--- src/rtl/qam_ctrl_pkg.sv ---
// Shared types and constants for the 16-QAM frame controllers.
package qam_ctrl_pkg;

  localparam int unsigned SYM_W = 4;
  localparam int unsigned LEN_W = 8;

  localparam logic [SYM_W-1:0] PRE_SYM_A = 4'h0;
  localparam logic [SYM_W-1:0] PRE_SYM_B = 4'hF;

  typedef enum logic [2:0] {
    IDLE,
    PREAMBLE,
    HEADER,
    PAYLOAD,
    GAP
  } state_e;

  // Preamble alternates A/B; odd symbol indices (0-based) carry B.
  function automatic logic [SYM_W-1:0] pre_sym(input logic odd);
    return odd ? PRE_SYM_B : PRE_SYM_A;
  endfunction

endpackage

--- src/rtl/qam_frame_ctrl_if.sv ---
// Payload byte stream in and modulator symbol stream out of the frame controller.
interface qam_frame_ctrl_if;
  import qam_ctrl_pkg::*;

  logic             byte_valid;
  logic [LEN_W-1:0] byte_data;
  logic             byte_ready;
  logic             sym_valid;
  logic [SYM_W-1:0] sym_data;
  logic             sym_ready;

  modport master (
    input  byte_valid, byte_data, sym_ready,
    output byte_ready, sym_valid, sym_data
  );

  modport slave (
    output byte_valid, byte_data, sym_ready,
    input  byte_ready, sym_valid, sym_data
  );

endinterface

--- src/rtl/qam_sym_out_reg.sv ---
// Valid/ready output holding register: loads when empty or drained, bubbles when the source is empty.
module qam_sym_out_reg #(
  parameter int unsigned W = 4
) (
  input  logic         clk,
  input  logic         rst,
  input  logic         src_valid,
  input  logic [W-1:0] src_data,
  input  logic         out_ready,
  output logic         load,
  output logic         out_valid,
  output logic [W-1:0] out_data
);

  logic         valid_q, valid_d;
  logic [W-1:0] data_q, data_d;

  always_comb begin
    load    = !valid_q || out_ready;
    valid_d = valid_q;
    data_d  = data_q;
    if (load) begin
      valid_d = src_valid;
      if (src_valid) begin
        data_d = src_data;
      end
    end
  end

  always_ff @(posedge clk) begin
    if (rst) begin
      valid_q <= 1'b0;
      data_q  <= '0;
    end else begin
      valid_q <= valid_d;
      data_q  <= data_d;
    end
  end

  assign out_valid = valid_q;
  assign out_data  = data_q;

endmodule

--- src/rtl/qam_frame_ctrl.sv ---
// Transmit frame sequencer: preamble, length header, nibble-split payload, idle gap.
module qam_frame_ctrl
  import qam_ctrl_pkg::*;
#(
  parameter int unsigned PREAMBLE_LEN = 8,
  parameter int unsigned GAP_LEN      = 4
) (
  input  logic             axi_clk,
  input  logic             axi_rst,
  input  logic             start,
  input  logic [LEN_W-1:0] frame_len,
  output logic             busy,
  output logic             frame_done,
  output logic             start_err,
  qam_frame_ctrl_if.master bus
);

  localparam int unsigned CNT_MAX = (PREAMBLE_LEN > GAP_LEN) ? PREAMBLE_LEN : GAP_LEN;
  localparam int unsigned CNT_W   = $clog2(CNT_MAX + 1);
  localparam logic [CNT_W-1:0] PRE_LAST = CNT_W'(PREAMBLE_LEN - 1);
  localparam logic [CNT_W-1:0] GAP_LAST = CNT_W'(GAP_LEN - 1);

  state_e           state_q, state_d;
  logic [CNT_W-1:0] cnt_q, cnt_d;
  logic [LEN_W-1:0] bytes_left_q, bytes_left_d;
  logic             phase_q, phase_d;
  logic [SYM_W-1:0] lo_nib_q, lo_nib_d;
  logic             busy_q, busy_d;
  logic             frame_done_q, frame_done_d;
  logic             start_err_q, start_err_d;

  logic             src_valid;
  logic [SYM_W-1:0] src_data;
  logic             load;
  logic             byte_ready_c;
  logic             out_valid;
  logic [SYM_W-1:0] out_data;

  qam_sym_out_reg #(.W(SYM_W)) u_sym_out (
    .clk       (axi_clk),
    .rst       (axi_rst),
    .src_valid (src_valid),
    .src_data  (src_data),
    .out_ready (bus.sym_ready),
    .load      (load),
    .out_valid (out_valid),
    .out_data  (out_data)
  );

  always_comb begin
    state_d      = state_q;
    cnt_d        = cnt_q;
    bytes_left_d = bytes_left_q;
    phase_d      = phase_q;
    lo_nib_d     = lo_nib_q;
    busy_d       = busy_q;
    frame_done_d = 1'b0;
    start_err_d  = 1'b0;
    src_valid    = 1'b0;
    src_data     = '0;
    byte_ready_c = 1'b0;

    unique case (state_q)
      IDLE: begin
        // The output stage is always empty here, so the first preamble
        // symbol is loaded on the same edge that accepts start.
        if (start) begin
          if (frame_len != '0) begin
            state_d      = PREAMBLE;
            bytes_left_d = frame_len;
            cnt_d        = CNT_W'(1);
            phase_d      = 1'b0;
            busy_d       = 1'b1;
            src_valid    = 1'b1;
            src_data     = PRE_SYM_A;
          end else begin
            start_err_d = 1'b1;
          end
        end
      end

      PREAMBLE: begin
        src_valid = 1'b1;
        src_data  = pre_sym(cnt_q[0]);
        if (load) begin
          if (cnt_q == PRE_LAST) begin
            state_d = HEADER;
            cnt_d   = '0;
          end else begin
            cnt_d = cnt_q + CNT_W'(1);
          end
        end
      end

      HEADER: begin
        src_valid = 1'b1;
        src_data  = cnt_q[0] ? bytes_left_q[3:0] : bytes_left_q[7:4];
        if (load) begin
          if (cnt_q[0]) begin
            state_d = PAYLOAD;
            cnt_d   = '0;
          end else begin
            cnt_d = CNT_W'(1);
          end
        end
      end

      PAYLOAD: begin
        if (phase_q) begin
          src_valid = 1'b1;
          src_data  = lo_nib_q;
          if (load) begin
            phase_d      = 1'b0;
            bytes_left_d = bytes_left_q - LEN_W'(1);
          end
        end else if (bytes_left_q != '0) begin
          byte_ready_c = load;
          src_valid    = bus.byte_valid;
          src_data     = bus.byte_data[7:4];
          if (load && bus.byte_valid) begin
            lo_nib_d = bus.byte_data[3:0];
            phase_d  = 1'b1;
          end
        end else if (load) begin
          // Last symbol has drained; this load leaves the stage empty.
          state_d = GAP;
          cnt_d   = '0;
        end
      end

      GAP: begin
        if (cnt_q == GAP_LAST) begin
          state_d      = IDLE;
          cnt_d        = '0;
          busy_d       = 1'b0;
          frame_done_d = 1'b1;
        end else begin
          cnt_d = cnt_q + CNT_W'(1);
        end
      end

      default: state_d = IDLE;
    endcase
  end

  always_ff @(posedge axi_clk) begin
    if (axi_rst) begin
      state_q      <= IDLE;
      cnt_q        <= '0;
      bytes_left_q <= '0;
      phase_q      <= 1'b0;
      lo_nib_q     <= '0;
      busy_q       <= 1'b0;
      frame_done_q <= 1'b0;
      start_err_q  <= 1'b0;
    end else begin
      state_q      <= state_d;
      cnt_q        <= cnt_d;
      bytes_left_q <= bytes_left_d;
      phase_q      <= phase_d;
      lo_nib_q     <= lo_nib_d;
      busy_q       <= busy_d;
      frame_done_q <= frame_done_d;
      start_err_q  <= start_err_d;
    end
  end

  assign busy           = busy_q;
  assign frame_done     = frame_done_q;
  assign start_err      = start_err_q;
  assign bus.byte_ready = byte_ready_c;
  assign bus.sym_valid  = out_valid;
  assign bus.sym_data   = out_data;

endmodule

--- src/flat_wrapper.sv ---
// flat-port wrapper written by rule: the top's interface ports become plain ports
module qam_frame_ctrl_flat import qam_ctrl_pkg::*;
#(
  parameter int unsigned PREAMBLE_LEN = 8,
  parameter int unsigned GAP_LEN      = 4
)
  (axi_clk, axi_rst, start, frame_len, busy, frame_done, start_err, bus_byte_valid, bus_byte_data, bus_sym_ready, bus_byte_ready, bus_sym_valid, bus_sym_data);
  qam_frame_ctrl_if bus_i ();
  input  logic axi_clk;
  input  logic axi_rst;
  input  logic start;
  input  logic [LEN_W-1:0] frame_len;
  output logic busy;
  output logic frame_done;
  output logic start_err;
  input wire logic [$bits(bus_i.byte_valid)-1:0] bus_byte_valid;
  input wire logic [$bits(bus_i.byte_data)-1:0] bus_byte_data;
  input wire logic [$bits(bus_i.sym_ready)-1:0] bus_sym_ready;
  output wire logic [$bits(bus_i.byte_ready)-1:0] bus_byte_ready;
  output wire logic [$bits(bus_i.sym_valid)-1:0] bus_sym_valid;
  output wire logic [$bits(bus_i.sym_data)-1:0] bus_sym_data;
  assign bus_i.byte_valid = bus_byte_valid;
  assign bus_i.byte_data = bus_byte_data;
  assign bus_i.sym_ready = bus_sym_ready;
  assign bus_byte_ready = bus_i.byte_ready;
  assign bus_sym_valid = bus_i.sym_valid;
  assign bus_sym_data = bus_i.sym_data;
  qam_frame_ctrl #(.PREAMBLE_LEN(PREAMBLE_LEN), .GAP_LEN(GAP_LEN)) u_core (.axi_clk(axi_clk), .axi_rst(axi_rst), .start(start), .frame_len(frame_len), .busy(busy), .frame_done(frame_done), .start_err(start_err), .bus(bus_i));
endmodule
--- config.mk ---
export PLATFORM = sky130hd
export DESIGN_NAME = qam_frame_ctrl_flat
export DESIGN_NICKNAME = d
export VERILOG_FILES = /design/src/rtl/qam_ctrl_pkg.sv /design/src/rtl/qam_frame_ctrl_if.sv /design/src/rtl/qam_sym_out_reg.sv /design/src/rtl/qam_frame_ctrl.sv /design/src/flat_wrapper.sv
export SDC_FILE = /design/constraint.sdc
export NUM_CORES = 1
export LEC_CHECK = 0
export BUFFER_PORTS_ARGS = -buffer_cell sky130_fd_sc_hd__clkbuf_2
export CAP_MARGIN = 20
export CORE_MARGIN = 5
export CORE_UTILIZATION = 50
export CTS_BUF_LIST = sky130_fd_sc_hd__clkbuf_16
export DETAILED_ROUTE_END_ITERATION = 8
export PLACE_DENSITY = 0.75
export SLEW_MARGIN = 20
export SYNTH_ARGS = -nofsm -noshare
export SYNTH_HDL_FRONTEND = slang
export SYNTH_HIERARCHICAL = 1
export SYNTH_SLANG_ARGS = --single-unit
--- constraint.sdc ---
create_clock -name axi_clk -period 2.1 [get_ports axi_clk]
set_input_delay 0.21 -clock axi_clk [delete_from_list [all_inputs] [get_ports axi_clk]]
set_output_delay 0.21 -clock axi_clk [all_outputs]
set_load 0.01 [all_outputs]
==> reports/metrics.yaml <==
status: "finished clean"
n_antenna_cell: 0
area_growth_pct: 23.57
routedWlPerCell_um: 14.83
io_pins: 30
skew_ns: 0.005542
grt_antenna_before_repair: 0
synth_edf_count: 0
tightest_slew_ns: 0.5104
drc: 0
seq_power_share: 0.278
ys_warn_count: 6
fin_tns_setup_ns: 0
irDropWorstVdd_v: 0.0006166
path_max_fanout: 4
worstPathArrival_ns: 2.27
path_class: "reg -> reg"
synth_top_flop_cell: "dfxtp_1"
crit_required_ns: 2.30
place_hpwl_um: 3348
fin_crit_ns: 2.075
leakagePower_nw: 0.9122
clock_path_buffers: 2
final_common_cell: "clkbuf_2"
swShare: 0.4023
switchingPower_w: 0.001091
p_int_w: 0.001622
clock_power_share: 0.212
io_buffers: 29
grt_usage: 0.1915
clk_pin_slew_ns: 0.07
slew_headroom: 0.6590
hold_viol_final: 0
cts_hold_buf: 0
synthesis.area_um2: 1794
fp.dieArea_um2: 4887
dpl.cell_count: 307
synth.area.top_cells: "dfxtp_1 31%, a21oi_1 6.1%, o21ai_0 5.3%, mux2i_1 4.5%, nor2_1 4.2%"
min_path_cells: 3
synthSimpleGateAreaFrac: 0.2929
vias: 1806
min_from: "bus_byte_data[1]"
rr_endpoint: "u_core/state_q[1]"
p_per_area_nw_per_um2: 1224
synth_top_family_by_area: "simple AND/OR/NAND/NOR gates"
ys_async_sr_fraction: 0
htree_levels: 1
via_per_inst: 5.788
synthesis.nets: 251
timing.fmax_ghz: 0.4819
synth.avg_cell_area_um2: 7.904
synth_seq_area_share: 0.3124
timing.rr.start: "u_core/bytes_left_q[1]"
gp_congestion: 0.9729
initialDrtViolationCount: 157
synthXorXnorAreaFrac: 0
grt_pass1_vias: 1655
max_cap_viol_count: 0
period_share: 0.9881
rows: 21
synth_compound_area_frac: 0.2838
grt_max_degree: 27
fillers: 314
combPwrFrac: 0.510
synth_cells: 227
finalNetCount: 291
holdCritPathClass: "in -> reg"
fp.dieW_um: 69.91
holdWs_ns: 0.1684
clock-root-buffer: "clkbuf_16"
drtAntennaViolNets: 0
reg2reg_depth: 7
placed_cell_area_um2: 2077
cp-start-kind: "register"
layout-drive-gt1-share: 0.2707
yosysUniqueCellTypes: 47
wl_um: 4627
synthMuxAreaShare: 0.04463
die_h_um: 69.91
layout_common_cells: "29 x clkbuf_2, 26 x dfxtp_1, 21 x a21oi_1"
cts.sinks: 28
first_pass_iters: 4
grt_pass1_wl_um: 7707
synth_top_area_cell: "dfxtp_1"
rsz0062_at_grt: "yes"
finalSetupViolations: 0
synth-seq-cells: 28
finalMaxSlewViolations: 0
r2r_setup_slack_ns: 0.03
min_to: "u_core/lo_nib_q[1]"
cts_tree: "done"
grt-ovfl-total: 0
cts_buffers: 3
synth_top_area_frac: 0.3124
insertion_delay_ns: 0.27
synth-adder-area-share: 0.02092
instances_no_fill: 312
final_cell_area_um2: 2217
initial_core_util: 0.5253
cp-end-kind: "register"
core-area_um2: 3416
[worst max-delay path, cell delays in order (launching register included)]
cell       delay [ns]
dfxtp_2          0.33
inv_2            0.06
ha_1             0.13
or4b_4           0.48
o21ai_4          0.23
o2111ai_4        0.15
or4_4            0.50
a21oi_2          0.14
[cell families after synthesis]
| kind of cell | count (synthesis) |
|---|---|
| AO/OA/AOI/OAI | 75 |
| adder cells (fa/ha/maj) | 3 |
| buffers and inverters | 19 |
| flip-flops | 28 |
| multiplexers | 8 |
| AND/OR/NAND/NOR | 94 |
[through the flow]
stage          setup slack, ns    util  total power, W
6_report               0.02501  0.6491        0.002713
2_1_floorplan          0.05093       -        0.001658
3_5_place_dp           0.06323  0.6081        0.002046
4_1_cts               0.002521  0.6388        0.002631
5_1_grt               -0.06223  0.6491        0.002886
3_3_place_gp           0.09433  0.6081        0.002040
[Yosys cell counts (3+ instances only)]
master / number
ha_1: 3
nand2b_1: 6
mux2i_1: 8
nor4_1: 5
a21bo_1: 4
inv_1: 5
or4_1: 3
nand3b_1: 4
a21o_1: 5
o21a_1: 5
clkbuf_1: 11
nor3b_1: 6
nor2_1: 20
dfxtp_1: 28
o21ai_0: 19
a21oi_1: 22
nand3_1: 10
nand2_1: 19
nor2b_1: 3
a31oi_1: 4
[cell type report]
| cell class | count | area, um^2 | area share |
|---|---|---|---|
| repair buffers | 49 | 299.0 | 0.1349 |
| inverters | 5 | 18.77 | 0.008465 |
| flip-flops and latches | 28 | 563.0 | 0.2539 |
| clock inverters | 1 | 30.03 | 0.01354 |
| well taps | 46 | 57.56 | 0.02596 |
| multi-input cells | 180 | 1174 | 0.5293 |
| clock buffers | 3 | 75.07 | 0.03386 |
[power by group through the flow]
stage | combinational (W) | sequential, W | clock, W
6_report | 0.00138 | 0.000754 | 0.000575
3_5_place_dp | 0.00129 | 0.000756 | 0
3_3_place_gp | 0.00129 | 0.000752 | 0
2_1_floorplan | 0.000915 | 0.000742 | 0
5_1_grt | 0.00150 | 0.000777 | 0.000607
4_1_cts | 0.00131 | 0.000744 | 0.000580
[worst max path at each step]
stage	startpoint	to	cells after the start
after floorplan	u_core/bytes_left_q[0]	u_core/state_q[1]	7
after global placement	u_core/bytes_left_q[1]	u_core/state_q[1]	7
after detailed placement	u_core/bytes_left_q[1]	u_core/state_q[1]	7
after CTS	u_core/bytes_left_q[1]	u_core/state_q[1]	7
after global routing	u_core/bytes_left_q[1]	u_core/state_q[1]	7
final	u_core/bytes_left_q[1]	u_core/state_q[1]	7
[sequential cells by signal, indices dropped and copies added (netlist names)]
signal / cells
u_core/bytes_left_q: 8
u_core/cnt_q: 4
u_core/lo_nib_q: 4
u_core/u_sym_out/out_data: 4
u_core/state_q: 3
u_core/busy: 1
u_core/frame_done: 1
u_core/phase_q: 1
u_core/start_err: 1
u_core/u_sym_out/out_valid: 1
[layer usage]
metal | vias up | global-route usage | share of wire
met2 | 83 | 0.2812 | 0.44
met4 | 0 | 0.07021 | 0.013
met1 | 805 | 0.2755 | 0.47
met5 | - | 0 | 0
met3 | 6 | 0.03730 | 0.075
li1 | 912 | - | -
[timing repair]
action | in CTS | in global routing
endpoints found under the setup margin | 0 | 7
gates resized for setup | 0 | 14
setup buffers | 0 | 1
Power figures use the tool's default switching activity.
